File: config.mk
export PLATFORM = sky130hd
export DESIGN_NAME = spi_slave_fl
export DESIGN_NICKNAME = d
export VERILOG_FILES = /design/src/rtl/spi_slave_fl_pkg.sv /design/src/rtl/spi_slave_fl_sync_edge.sv /design/src/rtl/spi_slave_fl.sv
export SDC_FILE = /design/constraint.sdc
export NUM_CORES = 1
export LEC_CHECK = 0
export BUFFER_PORTS_ARGS = -buffer_cell sky130_fd_sc_hd__buf_2
export CORE_MARGIN = 2
export CORE_UTILIZATION = 55
export DETAILED_ROUTE_END_ITERATION = 10
export GPL_TIMING_DRIVEN = 0
export PLACE_DENSITY_LB_ADDON = 0.3
export SETUP_SLACK_MARGIN = 0.02
export SLEW_MARGIN = 10
export SYNTH_ARGS = -nofsm -noshare
export SYNTH_HDL_FRONTEND = slang
export SYNTH_SLANG_ARGS = --single-unit
File: constraint.sdc
create_clock -name i_clk -period 2.8 [get_ports i_clk]
set_input_delay 0.42 -clock i_clk [delete_from_list [all_inputs] [get_ports i_clk]]
set_output_delay 0.42 -clock i_clk [all_outputs]
set_load 0.02 [all_outputs]
File: src/rtl/spi_slave_fl_pkg.sv
// Shared definitions for the flash-style SPI responder: field widths,
// command-type encoding (common with the flash SPI master) and FSM state codes.
package spi_slave_fl_pkg;

  localparam int SPI_DATA_W = 32;
  localparam int SPI_ADDR_W = 24;
  localparam int SPI_COM_W  = 8;
  localparam int SPI_CTYP_W = 3;

  localparam logic [SPI_CTYP_W-1:0] CTYP_CMD           = 3'b000;
  localparam logic [SPI_CTYP_W-1:0] CTYP_CMD_ANS       = 3'b001;
  localparam logic [SPI_CTYP_W-1:0] CTYP_CMD_ADDR_ANS  = 3'b010;
  localparam logic [SPI_CTYP_W-1:0] CTYP_CMD_DATA      = 3'b011;
  localparam logic [SPI_CTYP_W-1:0] CTYP_CMD_ADDR_DATA = 3'b100;
  localparam logic [SPI_CTYP_W-1:0] CTYP_CMD_ADDR      = 3'b101;

  localparam logic [2:0] ST_IDLE     = 3'd0;
  localparam logic [2:0] ST_CMD      = 3'd1;
  localparam logic [2:0] ST_ADDR     = 3'd2;
  localparam logic [2:0] ST_DATA     = 3'd3;
  localparam logic [2:0] ST_ANS      = 3'd4;
  localparam logic [2:0] ST_WAIT_END = 3'd5;

  // Reserved encodings 110/111 behave as a bare command.
  function automatic logic [SPI_CTYP_W-1:0] ctyp_norm(input logic [SPI_CTYP_W-1:0] i_t);
    case (i_t)
      CTYP_CMD_ANS, CTYP_CMD_ADDR_ANS, CTYP_CMD_DATA,
      CTYP_CMD_ADDR_DATA, CTYP_CMD_ADDR: ctyp_norm = i_t;
      default:                           ctyp_norm = CTYP_CMD;
    endcase
  endfunction

endpackage

File: src/rtl/spi_slave_fl_sync_edge.sv
// Multi-flop synchronizer with one history flop producing rise/fall pulses
// (module spi_sync_edge). SYNC_STAGES must be 2 or 3.
module spi_sync_edge #(
  parameter int   SYNC_STAGES = 2,
  parameter logic RST_VAL     = 1'b0
) (
  input  logic i_clk,
  input  logic i_rst,
  input  logic i_d,
  output logic o_q,
  output logic o_rise,
  output logic o_fall
);

  logic [SYNC_STAGES-1:0] r_sync;
  logic                   r_hist;

  always_ff @(posedge i_clk or negedge i_rst) begin
    if (!i_rst) begin
      r_sync <= {SYNC_STAGES{RST_VAL}};
      r_hist <= RST_VAL;
    end else begin
      r_sync <= {r_sync[SYNC_STAGES-2:0], i_d};
      r_hist <= r_sync[SYNC_STAGES-1];
    end
  end

  assign o_q    = r_sync[SYNC_STAGES-1];
  assign o_rise = o_q & ~r_hist;
  assign o_fall = ~o_q & r_hist;

endmodule

File: src/rtl/spi_slave_fl.sv
// SPI flash-style responder (mode 0), oversampled in i_clk. Optional macro
// SPI_SLAVE_FL_ERRCNT_EN adds a saturating aborted-frame counter o_err_count.
//
// state    | meaning
// IDLE     | waiting for ss fall
// CMD      | shifting in command byte; one extra cycle to decode cmd_type
// ADDR     | shifting in address
// DATA     | shifting in write data
// ANS      | driving answer word on miso at sclk falls
// WAIT_END | frame body complete, waiting for ss rise
module spi_slave_fl
  import spi_slave_fl_pkg::*;
#(
  parameter int DATA_W      = SPI_DATA_W,
  parameter int ADDR_W      = SPI_ADDR_W,
  parameter int COM_W       = SPI_COM_W,
  parameter int CTYP_W      = SPI_CTYP_W,
  parameter int SYNC_STAGES = 2
) (
  input  logic              i_clk,
  input  logic              i_rst,
  input  logic              i_sclk,
  input  logic              i_ss,
  input  logic              i_mosi,
  output logic              o_miso,
  output logic              o_miso_oe,
  output logic [COM_W-1:0]  o_cmd_out,
  output logic              o_cmd_valid,
  input  logic [CTYP_W-1:0] i_cmd_type,
  output logic [ADDR_W-1:0] o_addr_out,
  output logic [DATA_W-1:0] o_data_out,
  input  logic [DATA_W-1:0] i_ans_data,
  output logic              o_frame_valid,
  output logic              o_frame_err
`ifdef SPI_SLAVE_FL_ERRCNT_EN
  ,
  output logic [7:0]        o_err_count
`endif
);

  localparam int MAX_W = (DATA_W > ADDR_W) ? ((DATA_W > COM_W) ? DATA_W : COM_W)
                                           : ((ADDR_W > COM_W) ? ADDR_W : COM_W);
  localparam int CNT_W = $clog2(MAX_W);

  logic w_sclk_q_unused, w_sclk_rise, w_sclk_fall;
  logic w_ss_q, w_ss_rise, w_ss_fall;
  logic w_mosi_q, w_mosi_rise_unused, w_mosi_fall_unused;
  logic w_rise, w_fall;
  logic [SPI_CTYP_W-1:0] w_ctyp;

  logic [2:0]            r_state;
  logic [CNT_W-1:0]      r_bitcnt;
  logic [SPI_CTYP_W-1:0] r_ctyp;
  logic [DATA_W-1:0]     r_ans_sh;
  logic                  r_miso;
  logic [COM_W-1:0]      r_cmd;
  logic [ADDR_W-1:0]     r_addr;
  logic [DATA_W-1:0]     r_data;
  logic                  r_cmd_valid;
  logic                  r_frame_valid;
  logic                  r_frame_err;

  spi_sync_edge #(.SYNC_STAGES(SYNC_STAGES), .RST_VAL(1'b0)) u_sync_sclk (
    .i_clk(i_clk), .i_rst(i_rst), .i_d(i_sclk),
    .o_q(w_sclk_q_unused), .o_rise(w_sclk_rise), .o_fall(w_sclk_fall)
  );

  // ss resets high so a released reset never looks like a frame start.
  spi_sync_edge #(.SYNC_STAGES(SYNC_STAGES), .RST_VAL(1'b1)) u_sync_ss (
    .i_clk(i_clk), .i_rst(i_rst), .i_d(i_ss),
    .o_q(w_ss_q), .o_rise(w_ss_rise), .o_fall(w_ss_fall)
  );

  spi_sync_edge #(.SYNC_STAGES(SYNC_STAGES), .RST_VAL(1'b0)) u_sync_mosi (
    .i_clk(i_clk), .i_rst(i_rst), .i_d(i_mosi),
    .o_q(w_mosi_q), .o_rise(w_mosi_rise_unused), .o_fall(w_mosi_fall_unused)
  );

  assign w_rise = w_sclk_rise & ~w_ss_q;
  assign w_fall = w_sclk_fall & ~w_ss_q;
  assign w_ctyp = ctyp_norm(SPI_CTYP_W'(i_cmd_type));

  always_ff @(posedge i_clk or negedge i_rst) begin
    if (!i_rst) begin
      r_state       <= ST_IDLE;
      r_bitcnt      <= '0;
      r_ctyp        <= CTYP_CMD;
      r_ans_sh      <= '0;
      r_miso        <= 1'b1;
      r_cmd         <= '0;
      r_addr        <= '0;
      r_data        <= '0;
      r_cmd_valid   <= 1'b0;
      r_frame_valid <= 1'b0;
      r_frame_err   <= 1'b0;
    end else begin
      r_cmd_valid   <= 1'b0;
      r_frame_valid <= 1'b0;
      r_frame_err   <= 1'b0;
      if (r_state != ST_IDLE && w_ss_rise) begin
        if (r_state == ST_WAIT_END) r_frame_valid <= 1'b1;
        else                        r_frame_err   <= 1'b1;
        r_state <= ST_IDLE;
      end else begin
        case (r_state)
          ST_IDLE: begin
            if (w_ss_fall) begin
              r_state  <= ST_CMD;
              r_bitcnt <= CNT_W'(COM_W-1);
            end
          end
          ST_CMD: begin
            // cmd_valid cycle: backend has decoded cmd_out into cmd_type
            if (r_cmd_valid) begin
              r_ctyp <= w_ctyp;
              case (w_ctyp)
                CTYP_CMD_ANS: begin
                  r_state  <= ST_ANS;
                  r_ans_sh <= i_ans_data;
                  r_bitcnt <= CNT_W'(DATA_W-1);
                end
                CTYP_CMD_DATA: begin
                  r_state  <= ST_DATA;
                  r_bitcnt <= CNT_W'(DATA_W-1);
                end
                CTYP_CMD_ADDR_ANS, CTYP_CMD_ADDR_DATA, CTYP_CMD_ADDR: begin
                  r_state  <= ST_ADDR;
                  r_bitcnt <= CNT_W'(ADDR_W-1);
                end
                default: r_state <= ST_WAIT_END;
              endcase
            end else if (w_rise) begin
              r_cmd <= {r_cmd[COM_W-2:0], w_mosi_q};
              if (r_bitcnt == '0) r_cmd_valid <= 1'b1;
              else                r_bitcnt    <= r_bitcnt - 1'b1;
            end
          end
          ST_ADDR: begin
            if (w_rise) begin
              r_addr <= {r_addr[ADDR_W-2:0], w_mosi_q};
              if (r_bitcnt == '0) begin
                case (r_ctyp)
                  CTYP_CMD_ADDR_ANS: begin
                    r_state  <= ST_ANS;
                    r_ans_sh <= i_ans_data;
                    r_bitcnt <= CNT_W'(DATA_W-1);
                  end
                  CTYP_CMD_ADDR_DATA: begin
                    r_state  <= ST_DATA;
                    r_bitcnt <= CNT_W'(DATA_W-1);
                  end
                  default: r_state <= ST_WAIT_END;
                endcase
              end else begin
                r_bitcnt <= r_bitcnt - 1'b1;
              end
            end
          end
          ST_DATA: begin
            if (w_rise) begin
              r_data <= {r_data[DATA_W-2:0], w_mosi_q};
              if (r_bitcnt == '0) r_state  <= ST_WAIT_END;
              else                r_bitcnt <= r_bitcnt - 1'b1;
            end
          end
          ST_ANS: begin
            if (w_fall) begin
              r_miso   <= r_ans_sh[DATA_W-1];
              r_ans_sh <= {r_ans_sh[DATA_W-2:0], 1'b0};
              if (r_bitcnt == '0) r_state  <= ST_WAIT_END;
              else                r_bitcnt <= r_bitcnt - 1'b1;
            end
          end
          ST_WAIT_END: r_state <= ST_WAIT_END;
          default:     r_state <= ST_IDLE;
        endcase
      end
    end
  end

  assign o_miso        = r_miso;
  assign o_miso_oe     = (r_state == ST_ANS);
  assign o_cmd_out     = r_cmd;
  assign o_cmd_valid   = r_cmd_valid;
  assign o_addr_out    = r_addr;
  assign o_data_out    = r_data;
  assign o_frame_valid = r_frame_valid;
  assign o_frame_err   = r_frame_err;

`ifdef SPI_SLAVE_FL_ERRCNT_EN
  logic [7:0] r_err_count;

  always_ff @(posedge i_clk or negedge i_rst) begin
    if (!i_rst)                                   r_err_count <= '0;
    else if (r_frame_err && r_err_count != 8'hFF) r_err_count <= r_err_count + 8'd1;
  end

  assign o_err_count = r_err_count;
`endif

endmodule

==> reports/metrics.yaml <==
firstDrtPassIters: 5
swShare: 0.355
max-cap-violations: 0
routabilityCongestion: 0.929
die_h_um: 104
cp-start-kind: "flop"
grt-ovfl-total: 0
cts_root_buffer: "clkbuf_8"
synth_compound_area_frac: 0.134
rrSetupSlack_ps: 160
cts_tree: "built"
r2r_start: "r_bitcnt[0]"
skew_ps: 13.7
place_hpwl_um: 8510
min_to: "u_sync_sclk.r_sync[0]"
use_met2: 0.391
wl_per_cell_um: 17.0
ir_drop_mv: 0.488
synthXorXnorAreaFrac: 0
path_clk_slew_ps: 60
ys_ff_latch: 119
drive_gt1_frac: 0.387
synthSimpleGateAreaFrac: 0.123
antenna_found_initial: 0
antenna_cells: 0
combPwrFrac: 0.320
hp-start: "i_sclk"
reg2reg_to: "r_ans_sh[6]"
power.share.sequential: 0.373
fin_crit_sh: 0.941
clkPwrFrac: 0.307
nNetsFinal: 661
die_width_um: 104
grt_pass1_wl_um: 21500
max-slew-margin-rel: 0.431
path_max_fanout: 10
top_usage_layer: "met2"
numCtsBuffers: 17
dpl-instance-area_sq_um: 6190
synthAdderAreaFrac: 0.00919
async_reset_ff_frac: 1.00
cts_sinks: 119
synth_ff_type: "dfrtp_1"
worstPathArrival_ps: 3020
grt_util_all_layers: 0.250
synth_area_sq_um: 5450
max_freq_mhz: 380
synth_edf_count: 0
worstSetupPathType: "flop to flop"
drc: 0
hold_depth: 1
h-tree-depth: 4
worstMarginPinSlew_ps: 852
synth_mux_area_frac: 0.147
met1_usage: 0.335
io_buffers: 108
cts_setup_buffers: 0
post-route-cell-area_sq_um: 6740
start_util: 0.563
netlist_instances: 487
grt_max_degree: 89
postSynthAreaPerCell_sq_um: 11.2
setup_tns_ps: 0
p_sw_mw: 2.21
routed_wl_um: 13000
worstSkewPairLatency_ps: 510
post-route-util: 0.696
power.leakage_nw: 3.38
period_minus_slack_ps: 2640
reg2regPathDepth: 9
syn2layout_area_growth_pct: 23.7
endpoint_kind: "flop"
status: "finished clean"
cp_data_required_time_ps: 3180
hold_viol: 0
power_density_nw_per_um2: 922
slew_violations: 0
min_path_type: "input pin to flop"
ys_types: 57
fp-row-count: 36
seq_area_frac_synth: 0.548
power_mw: 6.21
drt_iter0_markers: 238
use_met3: 0.0686
viasPerCell: 5.71
setup_viol: 0
io_pins: 109
intPower_mw: 4.01
core_sq_um: 9680
grt_pass1_vias: 4213
die_area_sq_um: 10700
synth_warnings: 0
cts.path.max_buffers: 2
synth_top_family_by_area: "multiplexers"
rsz0062_at_grt: "false"
synth.net_count: 531
via_count: 4353
nFillCells: 731
ant_nets: 0
==> cells in the mapped netlist, types with 3 or more instances <==
library cell,number,area [sq um]
nor3b_1,7,52.6
nor2_1,7,26.3
buf_4,4,30.0
ha_1,4,50.1
dfstp_2,4,105
nor3_1,8,40.0
dfrtp_1,115,2880
a21oi_1,40,200
clkbuf_1,12,45.0
nand2b_1,6,37.5
a31oi_1,34,213
a41oi_1,3,26.3
o21ai_0,16,80.1
nand3_1,3,15.0
nand2_1,78,293
inv_1,11,41.3
o311a_1,3,30.0
mux2_2,68,766
buf_2,14,70.1
==> how the worst max path moves through the flow <==
| stage | start | slack (ps) | end | cells after the start |
|---|---|---|---|---|
| finish | r_bitcnt[0] | 160 | r_ans_sh[6] | 9 |
| CTS | r_state[0] | 30 | o_miso_oe | 5 |
| global placement | i_rst | -80 | o_addr_out[14] | 1 |
| floorplan | r_bitcnt[0] | 680 | r_bitcnt[0] | 8 |
| detailed placement | r_bitcnt[0] | 220 | r_bitcnt[0] | 8 |
| global route | r_bitcnt[0] | 30 | r_ans_sh[6] | 9 |
==> registers in the layout (all words and copies together), names as in the netlist, 2 cells and up <==
| name | flops |
|---|---|
| o_data_out | 32 |
| r_ans_sh | 32 |
| o_addr_out | 24 |
| o_cmd_out | 8 |
| r_bitcnt | 5 |
| r_ctyp | 3 |
| r_state | 3 |
| u_sync_mosi.r_sync | 2 |
| u_sync_sclk.r_sync | 2 |
| u_sync_ss.r_sync | 2 |
==> final cells by class <==
class,count,area [sq um],area share
sequential,119,2980,0.443
tap,133,166,0.0247
multi-input combinational,324,2250,0.334
inverter,12,45.0,0.00668
timing repair buffer,112,604,0.0897
buffer,31,164,0.0243
clock inverter,12,80.1,0.0119
clock buffer,20,445,0.0661
==> layout by cell type, fill, tap and decap left out, types with 3 or more instances in the layout <==
| cell type | count |
|---|---|
| a21oi_1 | 40 |
| a31oi_1 | 34 |
| a41oi_1 | 3 |
| buf_2 | 121 |
| buf_4 | 4 |
| buf_6 | 3 |
| clkbuf_1 | 12 |
| clkbuf_16 | 16 |
| clkbuf_8 | 3 |
| clkinv_2 | 5 |
| clkinvlp_4 | 5 |
| dfrtp_1 | 115 |
| dfstp_2 | 4 |
| dlygate4sd3_1 | 3 |
| ha_1 | 4 |
| inv_1 | 11 |
| mux2_2 | 68 |
| nand2_1 | 78 |
| nand2b_1 | 6 |
| nand3_1 | 3 |
| nor2_1 | 7 |
| nor3_1 | 8 |
| nor3b_1 | 7 |
| o21ai_0 | 16 |
| o311a_1 | 3 |
==> per-stage QoR <==
stage / setup WS, ps / hold WS, ps / instances
global placement: -77.5 / 334 / 728
global route: 29.1 / 8.53 / 763
CTS: 33.0 / 2.22 / 764
finish: 165 / 21.1 / 763
floorplan: 684 / 124 / 487
detailed placement: 222 / 327 / 729
==> cell families (layout without fill, tap and decap cells) <==
kind of cell    count (synthesis)  after routing
simple gates                  131            131
flops                         119            119
compound gates                118            118
mux                            71             71
buf+inv                        44            187
fa+ha+maj                       4              4
==> layer usage <==
| metal | share of wire | up-vias |
|---|---|---|
| li1 | - | 2019 |
| met1 | 0.42 | 2154 |
| met2 | 0.50 | 156 |
| met3 | 0.055 | 24 |
| met4 | 0.019 | 0 |
| met5 | 0 | - |
==> power by group through the flow <==
stage | sequential, mW | combinational (mW) | clock (mW)
3_3_place_gp | 2.32 | 1.90 | 0
3_5_place_dp | 2.33 | 1.95 | 0
6_report | 2.32 | 1.99 | 1.91
4_1_cts | 2.31 | 1.98 | 1.94
2_1_floorplan | 2.35 | 1.39 | 0
5_1_grt | 2.36 | 2.20 | 2.01
==> what timing repair did <==
item                                    4_1_cts  5_1_grt
endpoints found under the hold margin        32        0
gates resized for setup                       0        0
endpoints found under the setup margin        0        1
hold buffers                                  3        0
==> worst max-delay path: stages (launching register included) <==
cell	delay (ps)
dfrtp_1	420
inv_1	120
ha_1	240
nor4b_4	480
a41oi_1	190
o21ai_1	410
and2_1	210
buf_2	160
buf_4	180
a31oi_1	110
Power figures use the tool's default switching activity.
